## config.mk

```make
export PLATFORM = sky130hd
export DESIGN_NAME = rr_arbiter_flat
export DESIGN_NICKNAME = d
export VERILOG_FILES = /design/src/rtl/rr_arbiter_if.sv /design/src/rtl/rr_arbiter.sv /design/src/flat_wrapper.sv
export SDC_FILE = /design/constraint.sdc
export NUM_CORES = 1
export LEC_CHECK = 0
export BUFFER_PORTS_ARGS = -buffer_cell sky130_fd_sc_hd__buf_4
export CAP_MARGIN = 20
export CORE_MARGIN = 2
export CORE_UTILIZATION = 30
export DETAILED_ROUTE_END_ITERATION = 12
export PLACE_DENSITY_LB_ADDON = 0.12
export SLEW_MARGIN = 20
export SYNTH_ARGS = -nofsm -noshare
export SYNTH_HDL_FRONTEND = slang
export SYNTH_SLANG_ARGS = --single-unit
```

## constraint.sdc

```tcl
create_clock -name clk -period 5.52 [get_ports clk]
set_input_delay 0.276 -clock clk [delete_from_list [all_inputs] [get_ports clk]]
set_output_delay 0.276 -clock clk [all_outputs]
set_load 0.02 [all_outputs]
```

## src/rtl/rr_arbiter_if.sv

```systemverilog
// Request/grant bundle for rr_arbiter: requesters drive req, the arbiter drives
// the registered one-hot grant plus its valid flag and binary index.
interface rr_arbiter_if #(
  parameter int unsigned N = 24
);
  localparam int unsigned W = $clog2(N);

  logic [N-1:0] req;
  logic [N-1:0] grant;
  logic         grant_valid;
  logic [W-1:0] grant_idx;

  modport master (output req, input grant, input grant_valid, input grant_idx);
  modport slave  (input req, output grant, output grant_valid, output grant_idx);
endinterface

```

## src/rtl/rr_arbiter.sv

```systemverilog
// Registered round-robin arbiter with grant locking; define RR_ARBITER_TIMEOUT_EN
// to force rotation after MAX_HOLD consecutive grant cycles when others are waiting.
module rr_arbiter #(
  parameter int unsigned N        = 24,
  parameter int unsigned MAX_HOLD = 16
) (
  input  logic        clk,
  input  logic        rst,
  rr_arbiter_if.slave bus
);
  localparam int unsigned W = $clog2(N);

  if (N < 2 || N > 32 || MAX_HOLD < 2 || MAX_HOLD > 65535) begin : g_param_check
    $error("rr_arbiter: N must be 2..32 and MAX_HOLD 2..65535");
  end

  typedef enum logic {IDLE, BUSY} state_t;

  state_t       state_q, state_d;
  logic [N-1:0] grant_q, grant_d;
  logic         valid_q, valid_d;
  logic [W-1:0] idx_q, idx_d;
  logic [W-1:0] ptr_q, ptr_d;

`ifdef RR_ARBITER_TIMEOUT_EN
  localparam logic [15:0] HOLD_LAST = 16'(MAX_HOLD - 1);
  logic [15:0] hcnt_q, hcnt_d;
`endif

  // grant_q is zero in IDLE and one-hot in BUSY, so masking it out removes
  // exactly the current holder from the search.
  logic [N-1:0] elig;
  logic         cand_found;
  logic [W-1:0] cand_idx;
  int unsigned  pos;
  logic [W-1:0] pos_w;

  assign elig = bus.req & ~grant_q;

  // Scan ptr+1 .. ptr wrapping modulo N (not 2^W), first eligible bit wins.
  always_comb begin
    cand_found = 1'b0;
    cand_idx   = '0;
    pos        = 0;
    pos_w      = '0;
    for (int unsigned i = 1; i <= N; i++) begin
      pos = 32'(ptr_q) + i;
      if (pos >= N) pos = pos - N;
      pos_w = pos[W-1:0];
      if (!cand_found && elig[pos_w]) begin
        cand_found = 1'b1;
        cand_idx   = pos_w;
      end
    end
  end

  always_comb begin
    logic take;
    logic drop;
    take    = 1'b0;
    drop    = 1'b0;
    state_d = state_q;
    grant_d = grant_q;
    valid_d = valid_q;
    idx_d   = idx_q;
    ptr_d   = ptr_q;
`ifdef RR_ARBITER_TIMEOUT_EN
    hcnt_d  = hcnt_q;
`endif
    case (state_q)
      IDLE: begin
        if (cand_found) take = 1'b1;
      end
      BUSY: begin
        if (bus.req[idx_q]) begin
`ifdef RR_ARBITER_TIMEOUT_EN
          if (hcnt_q == HOLD_LAST && cand_found) begin
            take = 1'b1;
          end else if (hcnt_q != HOLD_LAST) begin
            hcnt_d = hcnt_q + 16'd1;
          end
`endif
        end else if (cand_found) begin
          take = 1'b1;
        end else begin
          drop = 1'b1;
        end
      end
      default: drop = 1'b1;
    endcase

    if (take) begin
      state_d = BUSY;
      grant_d = N'(1) << cand_idx;
      valid_d = 1'b1;
      idx_d   = cand_idx;
      ptr_d   = cand_idx;
`ifdef RR_ARBITER_TIMEOUT_EN
      hcnt_d  = '0;
`endif
    end else if (drop) begin
      state_d = IDLE;
      grant_d = '0;
      valid_d = 1'b0;
      idx_d   = '0;
    end
  end

  always_ff @(posedge clk) begin
    if (rst) begin
      state_q <= IDLE;
      grant_q <= '0;
      valid_q <= 1'b0;
      idx_q   <= '0;
      ptr_q   <= W'(N - 1);
`ifdef RR_ARBITER_TIMEOUT_EN
      hcnt_q  <= '0;
`endif
    end else begin
      state_q <= state_d;
      grant_q <= grant_d;
      valid_q <= valid_d;
      idx_q   <= idx_d;
      ptr_q   <= ptr_d;
`ifdef RR_ARBITER_TIMEOUT_EN
      hcnt_q  <= hcnt_d;
`endif
    end
  end

  assign bus.grant       = grant_q;
  assign bus.grant_valid = valid_q;
  assign bus.grant_idx   = idx_q;
endmodule

```

## src/flat_wrapper.sv

```systemverilog
// flat-port wrapper written by rule: the top's interface ports become plain ports
module rr_arbiter_flat 
#(
  parameter int unsigned N        = 24,
  parameter int unsigned MAX_HOLD = 16
)
  (clk, rst, bus_req, bus_grant, bus_grant_valid, bus_grant_idx);
  rr_arbiter_if #(.N(N)) bus_i ();
  input  logic clk;
  input  logic rst;
  input wire logic [$bits(bus_i.req)-1:0] bus_req;
  output wire logic [$bits(bus_i.grant)-1:0] bus_grant;
  output wire logic [$bits(bus_i.grant_valid)-1:0] bus_grant_valid;
  output wire logic [$bits(bus_i.grant_idx)-1:0] bus_grant_idx;
  assign bus_i.req = bus_req;
  assign bus_grant = bus_i.grant;
  assign bus_grant_valid = bus_i.grant_valid;
  assign bus_grant_idx = bus_i.grant_idx;
  rr_arbiter #(.N(N), .MAX_HOLD(MAX_HOLD)) u_core (.clk(clk), .rst(rst), .bus(bus_i));
endmodule
```

## After elaboration in Yosys (flattened, before gate mapping)

Index checks and enable logic that the tools add are counted.

| operators by class | value |
|---|---|
| add/sub/neg operators | 48 |
| magnitude comparators | 49 |
| shift-type cells | 1 |
| mux-type cells | 134 |
| bitwise logic cells | 3 |
| reduce and logical (&&, ||, !) cells | 47 |

Operator list:

| kind | number |
|---|---|
| $mux W5 | 50 |
| $lt A5 B6 Y1 const B | 25 |
| $ge A6 B5 Y1 const B | 24 |
| $bmux W1 S5 | 25 |
| $sub A5 B5 Y5 const B | 24 |
| $mux W1 | 56 |
| $add A5 B5 Y6 const B | 9 |
| $add A5 B4 Y6 const B | 8 |
| $mux W24 | 2 |
| $add A5 B3 Y6 const B | 4 |
| $and A24 B24 Y24 | 1 |
| $not A24 Y24 | 1 |
| $shl A1 B5 Y24 const A | 1 |
| $logic_and A1 B1 Y1 | 23 |
| $logic_not A1 Y1 | 23 |
| $add A5 B2 Y6 const B | 2 |
| $add A5 B1 Y6 const B | 1 |
| $pmux W1 S2 | 1 |
| $reduce_bool A2 Y1 | 1 |
| $not A1 Y1 | 1 |

| word-level totals | value |
|---|---|
| bits in registers | 35 |
| input bits | 26 |
| word-level logic and storage cells | 286 |

## Longest topological paths before layout

Gate-level depths: netlist (run 1).

| logic depth | value |
|---|---|
| depth in word-level cells | 80 |
| depth in mapped cells | 21 |
| depth with buffers taken out | 18 |

## Worst setup path before layout (run 1)

No wires, ideal clock.

| timing path | value |
|---|---|
| kind | register -> register |
| start | reg u_core.ptr_q[2] |
| end | reg u_core.grant_q[9] (netlist: u_core.bus.grant[9]) |
| setup time | 0.059 ns |
| arrival time | 4.751 ns |
| data required time | 5.461 ns |
| slack | 0.710 ns |
| cell stages (with the launch flop) | 21 |
| period minus slack after synthesis | 4.810 ns |
| cells stage by stage | dfxtp_1 -> buf_2 -> clkinv_1 -> ha_1 -> a21boi_0 -> xnor2_1 -> ha_1 -> and3b_1 -> or4_1 -> o21ai_2 -> mux2_2 -> o21ai_2 -> buf_4 -> nor4b_2 -> a21o_1 -> a311oi_1 -> o211a_1 -> a32oi_1 -> and2b_1 -> and2_2 -> a22o_1 |

| between the ends | value |
|---|---|
| cells in the longest elaborated chain, start to end | 79 |
| elaborated cells between the ends (all ways) | 247 |
| classes of those cells | add/sub (48); order compare (24); shift (1); mux (127); reduce/logical (47) |

Ends and longest elaborated chain:

| element | RTL line | source |
|---|---|---|
| start: declaration | rr_arbiter.sv:23 | `logic [W-1:0] ptr_q, ptr_d;` |
| start signal: assignment | rr_arbiter.sv:115 | `ptr_q <= W'(N - 1);` |
| start signal: assignment | rr_arbiter.sv:124 | `ptr_q <= ptr_d;` |
| $add A5 B1 Y6 | rr_arbiter.sv:47 | `pos = 32'(ptr_q) + i;` |
| $sub A5 B5 Y5 or $ge A6 B5 Y1 (tied branches) | rr_arbiter.sv:48 | `if (pos >= N) pos = pos - N;` |
| $mux W5 | rr_arbiter.sv:48 |  |
| $bmux W1 S5 | rr_arbiter.sv:50 | `if (!cand_found && elig[pos_w]) begin` |
| $mux W1 (not written as such) | rr_arbiter.sv:50 |  |
| $mux W1 | rr_arbiter.sv:50 |  |
| $logic_not A1 Y1 | rr_arbiter.sv:50 |  |
| $logic_and A1 B1 Y1 | rr_arbiter.sv:50 |  |
| (+63 left out) | n/a |  |
| $mux W1 | rr_arbiter.sv:50 |  |
| $logic_not A1 Y1 | rr_arbiter.sv:50 |  |
| $logic_and A1 B1 Y1 | rr_arbiter.sv:50 |  |
| $mux W1 | rr_arbiter.sv:50 |  |
| $mux W1 (on tied branches) | rr_arbiter.sv:72, rr_arbiter.sv:83 |  |
| $mux W1 | rr_arbiter.sv:75 | `if (bus.req[idx_q]) begin` |
| $pmux W1 S2 or $mux W1 (tied branches) | rr_arbiter.sv:70 | `case (state_q)` |
| $mux W24 or $reduce_bool A2 Y1 (tied branches) | n/a |  |
| end signal: assignment | rr_arbiter.sv:121 | `grant_q <= grant_d;` |
| end: declaration | rr_arbiter.sv:20 | `logic [N-1:0] grant_q, grant_d;` |

Several ways; a longest one is shown, not always the timed one. The select of a mux whose other input is x is not followed.
A chain may end at the register's enable or synchronous reset.

## Worst setup path after layout (run 1)

| timing path | value |
|---|---|
| start | reg u_core.ptr_q[3] |
| end | reg u_core.grant_q[20] (netlist: u_core.bus.grant[20]) |

The elaborated chain is that of the path after synthesis.

==> results of run 1 <==
==> routing by layer <==
layer | up-vias | global-route usage
met4 | 0 | 0.0845
met3 | 75 | 0.0140
met1 | 4168 | 0.363
met2 | 358 | 0.473
li1 | 3997 | -
met5 | - | 0
==> per-stage QoR <==
step / setup slack (ns) / cells / hold WS, ns
2_1_floorplan: 0.710 / 992 / 0.443
3_3_place_gp: 0.296 / 1385 / 0.490
3_5_place_dp: 0.257 / 1385 / 0.486
4_1_cts: 0.216 / 1393 / 0.269
5_1_grt: 0.00938 / 1393 / 0.286
6_report: 0.272 / 1393 / 0.278
==> cell families after synthesis <==
kind of cell               synth area share
and+or+nand+nor                       0.347
AOI/OAI and AO/OA                     0.290
buffers and inverters                0.0529
muxes                                 0.139
DFF                                  0.0922
xor gates and xnor gates             0.0380
adders and majority gates            0.0412
==> Yosys cell counts, drive strengths merged, types with 17 or more instances <==
master   instances  area [sq um]
nor2b           17           106
a21oi           78           409
buf             44           267
ha              25           313
xnor2           22           200
o21a            18           135
o2bb2ai         18           158
nor2            66           250
nand2           71           267
mux4            29           653
nand4           18           113
and2            19           121
nor4            20           171
nor3            39           239
dfxtp           35           701
clkbuf          21          78.8
nand3b          30           225
o21ai           42           225
nand2b          34           213
a21o            17           130
mux2            21           236
nand3           49           250
or3             18           113
==> registers in the layout, indices dropped and copies added (netlist names) <==
| register | cells |
|---|---|
| u_core.bus.grant | 24 |
| u_core.bus.grant_idx | 5 |
| u_core.ptr_q | 5 |
| u_core.state_q | 1 |
==> layout make-up <==
type | instances | area (sq um) | area share
flip-flops and latches | 35 | 704 | 0.0793
clock inverters | 2 | 35.0 | 0.00394
repair buffers | 128 | 986 | 0.111
multi-input cells | 877 | 6560 | 0.737
clock buffers | 6 | 139 | 0.0156
inverters | 15 | 56.3 | 0.00633
well taps | 330 | 413 | 0.0465
==> how the worst min path moves through the flow <==
stage,to,depth (start not counted)
finish,u_core.ptr_q[3]$_SDFFE_PP0P_,2
global route,u_core.state_q$_SDFFE_PP0P_,2
CTS,u_core.ptr_q[3]$_SDFFE_PP0P_,2
detailed placement,u_core.state_q$_SDFFE_PP0P_,2
global placement,u_core.state_q$_SDFFE_PP0P_,2
floorplan,u_core.bus.grant_idx[2]$_SDFFE_PP0P_,1
==> worst max-delay path: stages (launching register included) <==
cell	delay, ns
dfxtp_2	0.38
inv_1	0.24
ha_1	0.29
a21boi_0	0.24
xnor2_1	0.15
ha_1	0.21
and3b_1	0.21
or4_1	0.48
o21ai_2	0.23
mux2_2	0.37
o21ai_2	0.15
buf_4	0.21
nor4b_4	0.37
a21boi_0	0.19
o221ai_1	0.32
o21ai_0	0.22
o211ai_1	0.20
a31oi_1	0.25
nor2b_1	0.22
a22o_1	0.22
==> results.txt, run 1 <==
R2r setup slk = 0.27 ns
Clk buf depth = 2
Mapped Nets = 1,043
Critical Path Source = u_core.ptr_q[3]$_SDFFE_PP0P_
Initial antenna violation count = 0
Synth-to-Final Area Change = 17.0%
Sequential element share of the synthesized area = 0.0922
# H-tree levels = 2
R2R depth = 19
Post_cts resized = 0
Critical path arrival = 5.42 ns
Post-Synthesis Cells = 992
Die ar. = 0.0266 sq mm
Slew HR = 0.460
Clock sink total = 35
Gpl congestion = 0.991
CTS tree = done
Vias = 8,598
Yosys warns = 0
Hold buffer count at CTS = 0
Met3 WL post-DR = 1790 microns
Startpoint Class = flop
Fill cell count = 2,688
Min-delay src = rst
Syn avg cell area = 7.66 sq um
Final global-route overflow total = 0
Cts bufs inserted = 5
# IOs = 56
Most common cell after layout, fill and taps aside = buf_4
Port bufs = 55
Die width = 163 microns
DRT iter0 DRCs = 776
Crit path kind = flop to flop
Final setup viols = 0
Core area = 0.0250 sq mm
Predominant post-synthesis flop cell = dfxtp_1
Vias in the first global route = 8,228
RSZ-0062 raised after global routing = false
Drt via density = 6.17
Worst Setup EP = u_core.bus.grant[20]$_SDFFE_PP0P_
Met1 wire length = 15,900 microns
Final TNS setup = 0 ns
Crit end category = flop
Clock Skew = 0.00985 ns
GRT Total Usage = 0.272
CP max FO = 12
Area after DPL = 0.00865 sq mm
Critical path required time = 5.69 ns
Post-CTS setup buffers = 0
Fmax = 191 MHz
Design Area, Final = 0.00889 sq mm
Root buf cell = clkbuf_16
Routed WL = 36,400 microns
First-pass GRT wire length = 54,100 microns
EDFF count, synth = 0
Worst slew pin tran = 0.805 ns
Die height = 163 microns
HP Class = input pin to flop
Diodes inserted = 0
Effective utilization at floorplan = 0.303
Fin. max-slew vios = 0
Reg2reg start = u_core.ptr_q[3]$_SDFFE_PP0P_
Max-cap viol count = 0
Placement Rows = 58
Final core utilization = 0.355
Router iterations before antenna repair = 7
Number of routed nets with antenna violations = 0
Final count of hold timing violations = 0
Seq cells post-synth = 35
Later-pin clock latency in the skew report = 0.28 ns
Unique cell type count in the Yosys netlist = 100
Detail-routed net length per standard cell = 26.2 microns
Nets@finish = 1,113
Share of cells above drive strength 1 = 0.240
Outcome = finished, final reports clean
Post-DP HPWL = 29,900 microns
Tmin final = 5.25 ns
Tcrit/Tclk final = 0.951
Metal2 WL = 17,300 microns
Reg-to-Reg End = u_core.bus.grant[20]$_SDFFE_PP0P_
Async S/R FF share, synth = 0
Pin count of the biggest net entering global routing = 66
Clk slew on worst S/H paths = 0.06 ns
Synth Cell Area = 0.00760 sq mm
Commonest cells after routing, fill and taps aside = buf_4, a21oi_1, nand2_1, nor2_1, nand3_1
DR DRC count = 0
Top layer used by detailed routing = met4
Power of run 1 is left out: the tool's default activity adds up to more than one toggle a clock period on the data nets, which glitch-free logic cannot reach.
==> inputs of run 2 (changes only) <==
- ABC_AREA: default -> 1
- MAX_ROUTING_LAYER: default -> met4
==> results.txt, run 2 <==
Later-pin clock latency in the skew report = 0.28 ns
Yosys warns = 0
Multi-input gate area = 0.00468 sq mm
DR DRC count = 0
R2R depth = 25
Slew HR = 0.607
Placement Rows = 52
Final global-route overflow total = 0
# H-tree levels = 2
Die height = 148 microns
Top cell type by total area after synthesis = nand3_1
Predominant post-synthesis flop cell = dfxtp_1
Clk buf depth = 2
Outcome = finished, final reports clean
# IOs = 56
Clock Skew = 0.00354 ns
Slowest cell on the critical path = dfxtp_1
Max-cap viol count = 0
Vias = 7,818
Die ar. = 0.0220 sq mm
Reg2reg start = u_core.ptr_q[0]$_SDFFE_PP1P_
Post-synthesis mux area share = 0
Crit end category = flop
Register area = 701 sq um
Reg-to-Reg End = u_core.bus.grant[3]$_SDFFE_PP0P_
Share of the synthesized area in the top cell type = 0.191
Diodes inserted = 0
Max incr delay on CP = 0.53 ns
Drt via density = 5.23
Clk slew on worst S/H paths = 0.05 ns
Hold Path Sink = u_core.bus.grant[21]$_SDFFE_PP0P_
Port bufs = 55
Gpl congestion = 0.990
WP buf/inv = 2
Simple-gate share of the synthesized area = 0.499
Min-delay src = rst
Crit path kind = flop to flop
Routed WL = 26,600 microns
Post-CTS setup buffers = 0
HP Class = input pin to flop
Fin. max-slew vios = 0
Final setup viols = 0
GRT Total Usage = 0.247
Cts bufs inserted = 5
Critical path required time = 5.73 ns
Final TNS setup = 0 ns
Die width = 148 microns
Syn avg cell area = 5.35 sq um
Nets@finish = 1,275
R2r setup slk = 0.47 ns
Share of cells above drive strength 1 = 0.129
Root buf cell = clkbuf_16
Commonest cells after routing, fill and taps aside = nand2_1, nand3_1, inv_1, nor2_1, buf_4
Synth Area in XOR/XNOR = 0.0306
Detail-routed net length per standard cell = 17.8 microns
Crit path max-delay family = simple AND/OR/NAND/NOR gates
Tmin final = 5.05 ns
Hold buffer count at CTS = 0
Fill cell count = 2,339
First-pass GRT wire length = 40,800 microns
Post-Synthesis Cells = 1,167
Synth Cell Area = 0.00625 sq mm
CTS tree = done
Worst slew pin tran = 0.588 ns
Seq cells post-synth = 35
Max reg flops = 24
Effective utilization at floorplan = 0.307
Most common cell after layout, fill and taps aside = nand2_1
Largest family of logic cells by synthesized area = simple AND/OR/NAND/NOR gates
CP max FO = 8
Initial antenna violation count = 0
Router iterations before antenna repair = 5
Unique cell type count in the Yosys netlist = 54
Most frequent cell after synthesis = nand2_1
Post-DP HPWL = 22,400 microns
Core area = 0.0204 sq mm
RSZ-0062 raised after global routing = false
Number of routed nets with antenna violations = 0
Post-Synth Adder-Cell Area = 0.0501
Sequential element share of the synthesized area = 0.112
DRT iter0 DRCs = 553
Most frequent CP cell = nand2_1
Mapped Nets = 1,218
Final count of hold timing violations = 0
Post_cts resized = 0
Vias in the first global route = 7,154
Startpoint Class = flop
Critical path arrival = 5.26 ns
Fmax = 198 MHz
Clock sink total = 35
EDFF count, synth = 0
Tcrit/Tclk final = 0.914
Async S/R FF share, synth = 0
Largest cells by area after synthesis = nand3_1, nand2_1, dfxtp_1
Post-synth top cells = nand2_1, nand3_1, inv_1
Post-synthesis compound-gate area fraction = 0.167
Synth-to-Final Area Change = 15.2%
Pin count of the biggest net entering global routing = 33
Worst hold path cell count = 2
## run 2: worst max path at each step
stage	startpoint	to	slack, ns	cells past startpoint
CTS	u_core.ptr_q[3]$_SDFFE_PP0P_	u_core.bus.grant[3]$_SDFFE_PP0P_	0.23	26
floorplan	u_core.ptr_q[2]$_SDFFE_PP1P_	u_core.bus.grant[18]$_SDFFE_PP0P_	0.75	34
detailed placement	u_core.ptr_q[3]$_SDFFE_PP0P_	u_core.bus.grant[3]$_SDFFE_PP0P_	0.26	26
global placement	u_core.ptr_q[3]$_SDFFE_PP0P_	u_core.bus.grant[9]$_SDFFE_PP0P_	0.31	27
finish	u_core.ptr_q[0]$_SDFFE_PP1P_	u_core.bus.grant[3]$_SDFFE_PP0P_	0.47	25
global route	u_core.ptr_q[0]$_SDFFE_PP1P_	u_core.bus.grant[3]$_SDFFE_PP0P_	0.05	25
## run 2: cell type report
class,instances,share of cell area
clock buffers,8,0.0217
inverters,178,0.0930
multi-input cells,919,0.650
flip-flops and latches,35,0.0974
well taps,270,0.0469
repair buffers,85,0.0909
## run 2: routing by layer
metal / share of wire / wire length (microns) / track usage / vias up
met5: 0 / 0 / - / -
met4: 0.031 / 835 / 0.0771 / 0
met3: 0.049 / 1310 / 0.0113 / 47
met2: 0.46 / 12400 / 0.408 / 274
met1: 0.45 / 12100 / 0.325 / 3578
li1: - / - / - / 3919
## run 2: through the flow
stage / setup slack [ns] / cells / instance area (sq um) / hold slack [ns] / util
after global routing: 0.0504 / 1495 / 7200 / 0.420 / 0.353
after CTS: 0.233 / 1495 / 7180 / 0.398 / 0.353
after detailed placement: 0.264 / 1487 / 7030 / 0.475 / 0.345
after floorplan: 0.755 / 1167 / 6250 / 0.345 / -
after global placement: 0.306 / 1487 / 7030 / 0.474 / 0.345
final: 0.473 / 1495 / 7200 / 0.408 / 0.353
## run 2: cells by family after synthesis
logic type / after synthesis
adder cells (fa/ha/maj): 25
XOR/XNOR: 18
AND/OR/NAND/NOR: 700
AO/OA/AOI/OAI: 176
buffers and inverters: 213
flip-flops: 35
Power of run 2 is left out for the same reason.
